### src/rtl/collision_monitor_pkg.sv
// Shared draw-engine constants: frame-buffer layer codes and row width.
package draw_pkg;
  localparam logic [2:0] LAYER_IDLE  = 3'b000;
  localparam logic [2:0] LAYER_BACK  = 3'b001;
  localparam logic [2:0] LAYER_CLOUD = 3'b010;
  localparam logic [2:0] LAYER_OBST  = 3'b011;
  localparam logic [2:0] LAYER_FG    = 3'b100;
  localparam int         H_RES       = 640;
endpackage

### src/rtl/collision_monitor_if.sv
// Draw-engine write stream snooped by the collision monitor.
interface collision_monitor_if;
  logic [9:0] write_X;
  logic [9:0] write_Y;
  logic [2:0] write_which_layer;
  logic       write_en;
  logic       obstacle_px;
  logic       runner_px;

  modport master (
    output write_X, write_Y, write_which_layer,
    output write_en, obstacle_px, runner_px
  );
  modport slave (
    input write_X, write_Y, write_which_layer,
    input write_en, obstacle_px, runner_px
  );
endinterface

### src/rtl/collision_monitor_sync_edge.sv
// Two-flop synchronizer followed by a rising-edge pulse.
module sync_edge (
  input  logic Clk50,
  input  logic Reset,
  input  logic d,
  output logic pulse
);
  logic s1, s2, s3;

  always_ff @(posedge Clk50) begin
    if (Reset) begin
      s1 <= 1'b0;
      s2 <= 1'b0;
      s3 <= 1'b0;
    end else begin
      s1 <= d;
      s2 <= s1;
      s3 <= s2;
    end
  end

  assign pulse = s2 & ~s3;
endmodule

### src/rtl/collision_monitor.sv
// Per-row obstacle mask vs runner pixel overlap detector,
// with per-frame hit counting and a sticky Dead flag.
module collision_monitor
  import draw_pkg::*;
#(
  parameter int H_RES_P       = draw_pkg::H_RES,
  parameter int HIT_THRESHOLD = 4,
  parameter int CNT_W         = 8
) (
  input  logic             Clk50,
  input  logic             Reset,
  input  logic             frame_Clk,
  input  logic             detect_en,
  input  logic             clear_dead,
  collision_monitor_if.slave wr,
  output logic             hit,
  output logic [9:0]       hit_X,
  output logic [9:0]       hit_Y,
  output logic [CNT_W-1:0] frame_hits,
  output logic [CNT_W-1:0] last_frame_hits,
  output logic             Dead
);
  localparam logic [10:0]      XLIM = 11'(H_RES_P);
  localparam logic [CNT_W-1:0] THR  = CNT_W'(HIT_THRESHOLD);

  logic [H_RES_P-1:0] row_mask;
  logic [H_RES_P-1:0] mask_nxt;
  logic [9:0]         prev_Y;
  logic               fedge;
  logic               in_range;
  logic               row_change;
  logic               obst_wr;
  logic               run_wr;
  logic               is_hit;
  logic [CNT_W-1:0]   cnt_base;
  logic [CNT_W-1:0]   cnt_nxt;

  sync_edge u_frame_sync (
    .Clk50 (Clk50),
    .Reset (Reset),
    .d     (frame_Clk),
    .pulse (fedge)
  );

  assign in_range   = {1'b0, wr.write_X} < XLIM;
  assign row_change = wr.write_Y != prev_Y;
  assign obst_wr    = wr.write_en && wr.obstacle_px && in_range
                   && (wr.write_which_layer == LAYER_OBST);
  assign run_wr     = wr.write_en && wr.runner_px && in_range
                   && (wr.write_which_layer == LAYER_FG);
  // A row change means the mask still holds the previous row.
  assign is_hit     = run_wr && detect_en && !row_change
                   && row_mask[wr.write_X];

  always_comb begin
    mask_nxt = (row_change || fedge) ? '0 : row_mask;
    if (obst_wr)
      mask_nxt[wr.write_X] = 1'b1;
  end

  always_comb begin
    cnt_base = fedge ? '0 : frame_hits;
    cnt_nxt  = cnt_base;
    if (is_hit && cnt_base != '1)
      cnt_nxt = cnt_base + 1'b1;
  end

  always_ff @(posedge Clk50) begin
    if (Reset) begin
      row_mask        <= '0;
      prev_Y          <= '0;
      hit             <= 1'b0;
      hit_X           <= '0;
      hit_Y           <= '0;
      frame_hits      <= '0;
      last_frame_hits <= '0;
      Dead            <= 1'b0;
    end else if (clear_dead) begin
      row_mask        <= '0;
      prev_Y          <= wr.write_Y;
      hit             <= 1'b0;
      hit_X           <= '0;
      hit_Y           <= '0;
      frame_hits      <= '0;
      last_frame_hits <= '0;
      Dead            <= 1'b0;
    end else begin
      row_mask   <= mask_nxt;
      prev_Y     <= wr.write_Y;
      hit        <= is_hit;
      frame_hits <= cnt_nxt;
      if (is_hit) begin
        hit_X <= wr.write_X;
        hit_Y <= wr.write_Y;
      end
      if (fedge)
        last_frame_hits <= frame_hits;
      if (cnt_nxt >= THR)
        Dead <= 1'b1;
    end
  end
endmodule

### src/flat_wrapper.sv
// flat-port wrapper written by rule: the top's interface ports become plain ports
module collision_monitor_flat import draw_pkg::*;
#(
  parameter int H_RES_P       = draw_pkg::H_RES,
  parameter int HIT_THRESHOLD = 4,
  parameter int CNT_W         = 8
)
  (Clk50, Reset, frame_Clk, detect_en, clear_dead, hit, hit_X, hit_Y, frame_hits, last_frame_hits, Dead, wr_write_X, wr_write_Y, wr_write_which_layer, wr_write_en, wr_obstacle_px, wr_runner_px);
  collision_monitor_if wr_i ();
  input  logic Clk50;
  input  logic Reset;
  input  logic frame_Clk;
  input  logic detect_en;
  input  logic clear_dead;
  output logic hit;
  output logic [9:0] hit_X;
  output logic [9:0] hit_Y;
  output logic [CNT_W-1:0] frame_hits;
  output logic [CNT_W-1:0] last_frame_hits;
  output logic Dead;
  input wire logic [$bits(wr_i.write_X)-1:0] wr_write_X;
  input wire logic [$bits(wr_i.write_Y)-1:0] wr_write_Y;
  input wire logic [$bits(wr_i.write_which_layer)-1:0] wr_write_which_layer;
  input wire logic [$bits(wr_i.write_en)-1:0] wr_write_en;
  input wire logic [$bits(wr_i.obstacle_px)-1:0] wr_obstacle_px;
  input wire logic [$bits(wr_i.runner_px)-1:0] wr_runner_px;
  assign wr_i.write_X = wr_write_X;
  assign wr_i.write_Y = wr_write_Y;
  assign wr_i.write_which_layer = wr_write_which_layer;
  assign wr_i.write_en = wr_write_en;
  assign wr_i.obstacle_px = wr_obstacle_px;
  assign wr_i.runner_px = wr_runner_px;
  collision_monitor #(.H_RES_P(H_RES_P), .HIT_THRESHOLD(HIT_THRESHOLD), .CNT_W(CNT_W)) u_core (.Clk50(Clk50), .Reset(Reset), .frame_Clk(frame_Clk), .detect_en(detect_en), .clear_dead(clear_dead), .wr(wr_i), .hit(hit), .hit_X(hit_X), .hit_Y(hit_Y), .frame_hits(frame_hits), .last_frame_hits(last_frame_hits), .Dead(Dead));
endmodule
### config.mk
export PLATFORM = sky130hd
export DESIGN_NAME = collision_monitor_flat
export DESIGN_NICKNAME = d
export VERILOG_FILES = /design/src/rtl/collision_monitor_pkg.sv /design/src/rtl/collision_monitor_if.sv /design/src/rtl/collision_monitor_sync_edge.sv /design/src/rtl/collision_monitor.sv /design/src/flat_wrapper.sv
export SDC_FILE = /design/constraint.sdc
export NUM_CORES = 1
export LEC_CHECK = 0
export CORE_MARGIN = 3
export CORE_UTILIZATION = 30
export CTS_BUF_LIST = sky130_fd_sc_hd__clkbuf_16
export DETAILED_ROUTE_END_ITERATION = 6
export GPL_ROUTABILITY_DRIVEN = 0
export HOLD_SLACK_MARGIN = 0.1
export PLACE_DENSITY = 0.49
export SKIP_CTS_REPAIR_TIMING = 1
export SYNTH_ARGS = -nofsm -noshare
export SYNTH_HDL_FRONTEND = slang
export SYNTH_SLANG_ARGS = --single-unit
### constraint.sdc
create_clock -name Clk50 -period 9.65 [get_ports Clk50]
set_input_delay 1.4475 -clock Clk50 [delete_from_list [all_inputs] [get_ports Clk50]]
set_output_delay 1.4475 -clock Clk50 [all_outputs]
set_load 0.02 [all_outputs]
==> implementation parameters, run 1 <==
Parameter                              Value

Setup path
  Length in cells of the worst reg-to-reg path ... 11
  Setup slack on the worst flop-to-flop path ... 5.79 ns
  Worst path slowest cell ... sky130_fd_sc_hd__nand4bb_1
  Number of buffer and inverter stages on the critical path ... 4
  Crit path depth ... 14
  Kind of cell adding the most delay to the critical path ... simple AND/OR/NAND/NOR gates
  Launching element of the worst setup path ... wr_write_X[2]
  Worst path cell trace ... clkdlybuf4s50_1 -> buf_4 -> nand4bb_1 -> buf_4 -> o22ai_1 -> nor4_1 -> a31oi_1 -> nand4_1 -> o311a_1 -> a21o_2 -> buf_4 -> or4_4 -> or3_1 -> a211oi_1
  Crit path capture ... u_core.frame_hits[7]
  Delay of the slowest cell on the worst path ... 0.75 ns
  CP Max Fanout ... 33
  Critical path's most frequent cell ... sky130_fd_sc_hd__buf_4
  Worst reg2reg path startpoint ... u_core.row_mask[119]
  Critical Setup Path Class ... input port to flip-flop
  Worst Path Required ... 10.18 ns
  Arrival time reported for the critical path endpoint ... 6.35 ns
  Critical path endpoint category ... flip-flop
  Critical path startpoint category ... input port
  Reg-to-reg endpoint ... u_core.Dead

Logic synthesis
  Area of the mapped netlist ... 0.0287 sq mm
  Number of synthesized flops with an enable pin ... 0
  Biggest area contributors in the synthesized netlist ... sky130_fd_sc_hd__dfxtp_1 (48%), sky130_fd_sc_hd__a22oi_1 (17%), sky130_fd_sc_hd__nor2_1 (9.8%)
  Top FF cell, synth ... sky130_fd_sc_hd__dfxtp_1
  Proportion of netlist area held by the largest area contributor ... 48.2%
  Async set-reset flop share out of synthesis ... 0%
  Count of unique library cells instantiated by Yosys ... 56
  Mean area per synthesized cell ... 9.35 sq um
  Register bit total from synthesis ... 691
  Gate Count Post-Synth ... 3072
  Nets in the synthesized netlist ... 3104
  Synth Warn # ... 0
  Post-synthesis sequential area ratio ... 48.2%
  Largest area contributor in the synthesized netlist ... sky130_fd_sc_hd__dfxtp_1

Clock network
  Clock-pin slew on the worst setup and hold paths ... 0.06 ns
  Clk Tree Root Cell ... sky130_fd_sc_hd__clkbuf_16
  Maximum buffer depth of the clock tree ... 3
  TritonCTS Buffers ... 77
  Clock network latency to the later pin of the worst-skew pair ... 0.64 ns
  Clock sinks ... 691
  Number of H-tree branching levels ... 3
  Clock tree from TritonCTS ... yes

Global route
  Gr usage total ... 20.3%
  Pin count of the biggest net entering global routing ... 210
  GRT Residual Overflow ... 0
  Initial antenna violation count ... 1
  Global-route wire length before repair ... 154000 um
  Via count of the first global-routing pass ... 22500

Drt
  Starting DRT DRC Count ... 2969
  Number of remaining DRC errors ... 2
  Post-DR wirelength/cell ... 24.3 um
  Post-detailed-routing wire length ... 104000 um
  Mean number of vias per cell ... 5.66
  First-pass DRT Iterations ... 7
  Final antenna-violating net count ... 0
  Vias after detailed routing ... 24200

Floorplanning
  Number of core rows ... 112
  Effective utilization at floorplan ... 30.5%
  Core area ... 0.0942 sq mm
  Die H ... 315 um
  Count of pins on the block boundary ... 69
  Width of the chip ... 315 um
  Die area ... 0.0995 sq mm

Timing
  Period minus WS final ... 5.81 ns
  Worst clock skew ... 0.0319 ns
  Share of the clock period used by the worst path after layout ... 60.3%
  Achievable clock frequency ... 0.172 GHz
  Final Hold Violating Endpoints ... 0
  Max-slew violation count ... 0
  Setup violators final ... 0
  Final critical-path setup slack ... 3.84 ns
  Unrepaired setup endpoints after global routing ... false
  Actual transition at the worst max-transition pin ... 1.19 ns
  Setup TNS Final ... 0 ns
  Headroom to the max-slew limit ... 20.5%

Run status
  Failing checks ... design-rule violations
  Status ... finished, violations left

Finish
  Fraction of final layout cells sized beyond drive strength 1 ... 9.29%
  Count of nets after finishing ... 3003
  Area added between synthesis and finish ... 14.1%
  Number of standard cells in the final layout excluding fillers ... 4281
  Reg area ... 0.0138 sq mm
  Fill cell count ... 9731
  Area of the multi-input gates ... 0.0136 sq mm

Power and ir drop
  Total power of the final layout ... 5.91 mW
  Leakage ... 10.7 nW
  Max rail drop VDD ... 0.000133 V
  Power Dens Cells ... 180 mW/mm^2

Run
  Max-capacitance violation count ... 0

Placed design
  Final HPWL from detailed placement ... 62300 um
  Total placed cells including tap cells ... 4146
  Port bufs ... 68
  Setup WS pre-CTS ... 3.30 ns

Worst hold path
  Class of the tightest hold or removal check ... flip-flop to flip-flop
  Launch point of the worst hold path ... u_core.u_frame_sync.s1
-- per-layer routing --
layer  global-route usage (%)  share of wire, %  vias up
met5                        0                 0        -
met4                     5.90               2.8        0
met3                     2.79               6.0      156
met2                     30.7                45      810
met1                     29.9                46    12300
li1                         -                 -    11000
-- power by group --
part           leakage (nW)  internal, mW  switching, mW
sequential             5.57          2.86        0.00105
combinational          3.87        0.0609          0.166
clock                  1.25          1.63           1.20
total                  10.7          4.54           1.37
-- registers in the layout (all words and copies together) (netlist names) --
| signal | flops |
|---|---|
| u_core.u_frame_sync.s3 | 1 |
| u_core.prev_Y | 10 |
| u_core.hit_X | 10 |
| u_core.row_mask | 640 |
| u_core.hit_Y | 10 |
| u_core.last_frame_hits | 8 |
| u_core.u_frame_sync.s1 | 1 |
| u_core.Dead | 1 |
| u_core.frame_hits | 8 |
| u_core.u_frame_sync.s2 | 1 |
| u_core.hit | 1 |
-- Yosys cell counts, drive strengths merged (5+ instances only) --
master,n
nand4b,6
nor3,6
nand2,36
nand3,7
mux4,33
buf,78
nor3b,5
or4,5
xor2,8
o22a,9
o22ai,107
dfxtp,691
mux2i,279
nand4,6
clkbuf,252
a21oi,10
nor2,749
nor2b,15
and3,6
and2,5
nand4bb,6
nor4,34
a22oi,649
o2111ai,9
xnor2,5
-- cell families after synthesis --
kind of cell	after synthesis	synth area share, %
buffers and inverters	333	4.98
AND/OR/NAND/NOR	912	13.4
multiplexers	313	12.3
AO/OA/AOI/OAI	809	20.7
XOR/XNOR	13	0.396
adder cells (fa/ha/maj)	1	0.0435
flip-flops	691	48.2
-- through the flow --
stage          utilization [%]  hold WS, ns  area [sq um]
6_report                  34.8        0.444         32800
5_1_grt                   34.8        0.468         32800
4_1_cts                   34.8        0.448         32800
3_5_place_dp              32.3        0.432         30400
3_3_place_gp              32.3        0.418         30400
2_1_floorplan                -        0.414         28700
-- how the worst min path moves through the flow --
stage,cells after the start,endpoint
after floorplan,1,u_core.u_frame_sync.s2
after global placement,1,u_core.u_frame_sync.s2
after detailed placement,1,u_core.u_frame_sync.s2
after CTS,1,u_core.u_frame_sync.s2
after global routing,1,u_core.u_frame_sync.s2
final,1,u_core.u_frame_sync.s2
-- cell type report --
type                            instances  share of cell area (%)
Clock inverter                         54                    1.14
Clock buffer                           80                    6.11
Tap cell                             1254                    4.79
Antenna cell                            1                 0.00763
Sequential cell                       691                    42.2
Multi-Input combinational cell       2048                    41.6
Inverter                                3                  0.0343
Timing Repair Buffer                  150                    4.15
-- cell usage in the layout (no fill, tap or decap), drive strengths merged, types with 7 or more instances in the layout --
cell type,Yosys,final
a21oi,10,10
a22oi,649,649
buf,78,84
clkbuf,252,80
clkdlybuf4s50,0,66
clkinv,0,26
dfxtp,691,691
inv,3,26
mux2i,279,279
mux4,33,33
nand2,36,36
nand3,7,7
nor2,749,749
nor2b,15,15
nor4,34,34
o2111ai,9,9
o22a,9,9
o22ai,107,107
xor2,8,8
-- worst register-to-register path, stage by stage (launching register included) --
cell,delay (ns)
sky130_fd_sc_hd__dfxtp_1,0.32
sky130_fd_sc_hd__mux4_2,0.48
sky130_fd_sc_hd__a22o_1,0.24
sky130_fd_sc_hd__a221oi_1,0.38
sky130_fd_sc_hd__a31oi_1,0.16
sky130_fd_sc_hd__o21bai_1,0.50
sky130_fd_sc_hd__o311a_1,0.30
sky130_fd_sc_hd__a21o_2,0.33
sky130_fd_sc_hd__buf_4,0.39
sky130_fd_sc_hd__or4_1,0.20
sky130_fd_sc_hd__mux2_1,0.31
sky130_fd_sc_hd__o211ai_1,0.17
Power figures use the tool's default switching activity.
==> inputs of run 2 (changes only) <==
==> constraint.sdc (replaced) <==
create_clock -name Clk50 -period 6.06 [get_ports Clk50]
set_input_delay 0.909 -clock Clk50 [delete_from_list [all_inputs] [get_ports Clk50]]
set_output_delay 0.909 -clock Clk50 [all_outputs]
set_load 0.02 [all_outputs]
==> run 2 against run 1 <==
Net effect: the run now ends clean; setup slack got worse by 2.7 ns; critical path depth shrank 2; via count rose by 0.31%; clock power up 56%; hold slack worse by 0.0038 ns; routed wire length rose by 0.98%; largest power group unchanged; sequential power is 59% higher; combinational power increased by 62%; design area up 1.2%; critical endpoint unchanged.
==> implementation parameters, run 2 (same netlist as run 1, synthesis figures left out) <==
Parameter                              Value

Drt
  Starting DRT DRC Count ... 2900
  Post-DR wirelength/cell ... 24.4 um
  Uppermost signal routing layer after detailed routing ... met5
  First-pass DRT Iterations ... 7
  Number of remaining DRC errors ... 0
  Met3 routed wirelength ... 7660 um
  Final antenna-violating net count ... 0
  Post-detailed-routing wire length ... 105000 um
  Amount of wire on met2 after detailed routing ... 46300 um
  Mean number of vias per cell ... 5.64
  Vias after detailed routing ... 24300
  Met1 Routed Length ... 47200 um

Clock network
  Number of H-tree branching levels ... 3
  Clk Tree Root Cell ... sky130_fd_sc_hd__clkbuf_16
  Clock network latency to the later pin of the worst-skew pair ... 0.64 ns
  Clock-pin slew on the worst setup and hold paths ... 0.06 ns
  TritonCTS Buffers ... 76
  Clock sinks ... 691
  Clock tree from TritonCTS ... yes
  Maximum buffer depth of the clock tree ... 3

Floorplanning
  Count of pins on the block boundary ... 69
  Die H ... 315 um
  Die area ... 0.0995 sq mm
  Effective utilization at floorplan ... 30.5%
  Number of core rows ... 112
  Width of the chip ... 315 um
  Core area ... 0.0942 sq mm

Timing
  Achievable clock frequency ... 0.202 GHz
  Worst clock skew ... 0.0486 ns
  Setup violators final ... 0
  Max-slew violation count ... 0
  Actual transition at the worst max-transition pin ... 1.36 ns
  Final critical-path setup slack ... 1.10 ns
  Headroom to the max-slew limit ... 8.59%
  Period minus WS final ... 4.96 ns
  Unrepaired setup endpoints after global routing ... false
  Setup TNS Final ... 0 ns
  Final Hold Violating Endpoints ... 0
  Share of the clock period used by the worst path after layout ... 81.8%

Global route
  GRT Residual Overflow ... 0
  Gr usage total ... 20.4%
  Pin count of the biggest net entering global routing ... 133
  Initial antenna violation count ... 4
  Global-route wire length before repair ... 154000 um
  Via count of the first global-routing pass ... 22400

Setup path
  Length in cells of the worst reg-to-reg path ... 10
  Critical path startpoint category ... input port
  CP Max Fanout ... 17
  Arrival time reported for the critical path endpoint ... 5.51 ns
  Setup slack on the worst flop-to-flop path ... 2.53 ns
  Critical path endpoint category ... flip-flop
  Critical Setup Path Class ... input port to flip-flop
  Worst Path Required ... 6.62 ns

Finish
  Most flop-heavy register ... u_core.row_mask
  Flip-flop count of the largest register after layout ... 640
  Antenna diodes ... 0
  Leading cell type in the layout, fill and taps excluded ... sky130_fd_sc_hd__nor2_1
  Commonest cells after routing, fill and taps aside ... sky130_fd_sc_hd__nor2_1 (701), sky130_fd_sc_hd__dfxtp_1 (691), sky130_fd_sc_hd__a22oi_1 (649)
  Fill cell count ... 9610
  Fraction of final layout cells sized beyond drive strength 1 ... 10.1%
  Area added between synthesis and finish ... 15.4%
  Fin area ... 0.0332 sq mm
  Count of nets after finishing ... 3031

Run status
  Status ... complete, no violations

Worst hold path
  Class of the tightest hold or removal check ... flip-flop to flip-flop
  Number of cells traversed by the worst hold path ... 1

Placed design
  Area of placed instances ... 0.0308 sq mm
  Port bufs ... 68
  Final HPWL from detailed placement ... 66700 um
  Setup WS pre-CTS ... 0.620 ns

Power and ir drop
  Power Dens Cells ... 281 mW/mm^2
  Max rail drop VDD ... 0.000205 V
  Leakage ... 10.8 nW
  Total power of the final layout ... 9.33 mW

Run
  Max-capacitance violation count ... 0
-- run 2: per-layer routing --
layer	track usage, %	vias up
met3	3.76	201
li1	-	11000
met4	7.26	4
met2	30.8	913
met1	29.2	12100
met5	0	-
-- run 2: cell type report --
type                       instances  area (sq um)  area share [%]
clock buffer                      79          1980            5.96
timing repair buffer             179          1780            5.36
inverter                           3          11.3          0.0340
multi-input combinational       2048         13600            41.1
sequential                       691         13800            41.7
clock inverter                    56           365            1.10
tap                             1254          1570            4.73
-- run 2: worst paths after layout --
kind                                             start                     end
worst max-delay path                     wr_write_X[2]    u_core.frame_hits[7]
worst min-delay path            u_core.u_frame_sync.s1  u_core.u_frame_sync.s2
worst max register to register    u_core.row_mask[195]         u_core.hit_Y[5]
worst min register to register  u_core.u_frame_sync.s1  u_core.u_frame_sync.s2
-- run 2: through the flow --
| step | util [%] | hold WS [ns] | std cells |
|---|---|---|---|
| 5_1_grt | 35.2 | 0.457 | 4310 |
| 6_report | 35.2 | 0.441 | 4310 |
| 3_5_place_dp | 32.7 | 0.429 | 4175 |
| 4_1_cts | 35.2 | 0.444 | 4310 |
| 3_3_place_gp | 32.7 | 0.424 | 4174 |
| 2_1_floorplan | - | 0.414 | 3072 |
-- run 2: critical path, stage by stage --
cell and delay, ns:
sky130_fd_sc_hd__clkdlybuf4s50_1 0.75, sky130_fd_sc_hd__or4_1 0.99, sky130_fd_sc_hd__buf_4 0.30, sky130_fd_sc_hd__o22ai_1 0.10
sky130_fd_sc_hd__nor4_1 0.10, sky130_fd_sc_hd__o2111ai_1 0.09, sky130_fd_sc_hd__nand3_1 0.23, sky130_fd_sc_hd__o311a_1 0.43
sky130_fd_sc_hd__a21o_2 0.42, sky130_fd_sc_hd__or4_4 0.63, sky130_fd_sc_hd__or3_1 0.32, sky130_fd_sc_hd__a211oi_1 0.23
-- run 2: power breakdown --
part	switching (mW)	leakage [nW]	internal, mW
logic	0.259	4.07	0.109
registers	0.00168	5.57	4.55
clock network	1.93	1.19	2.49
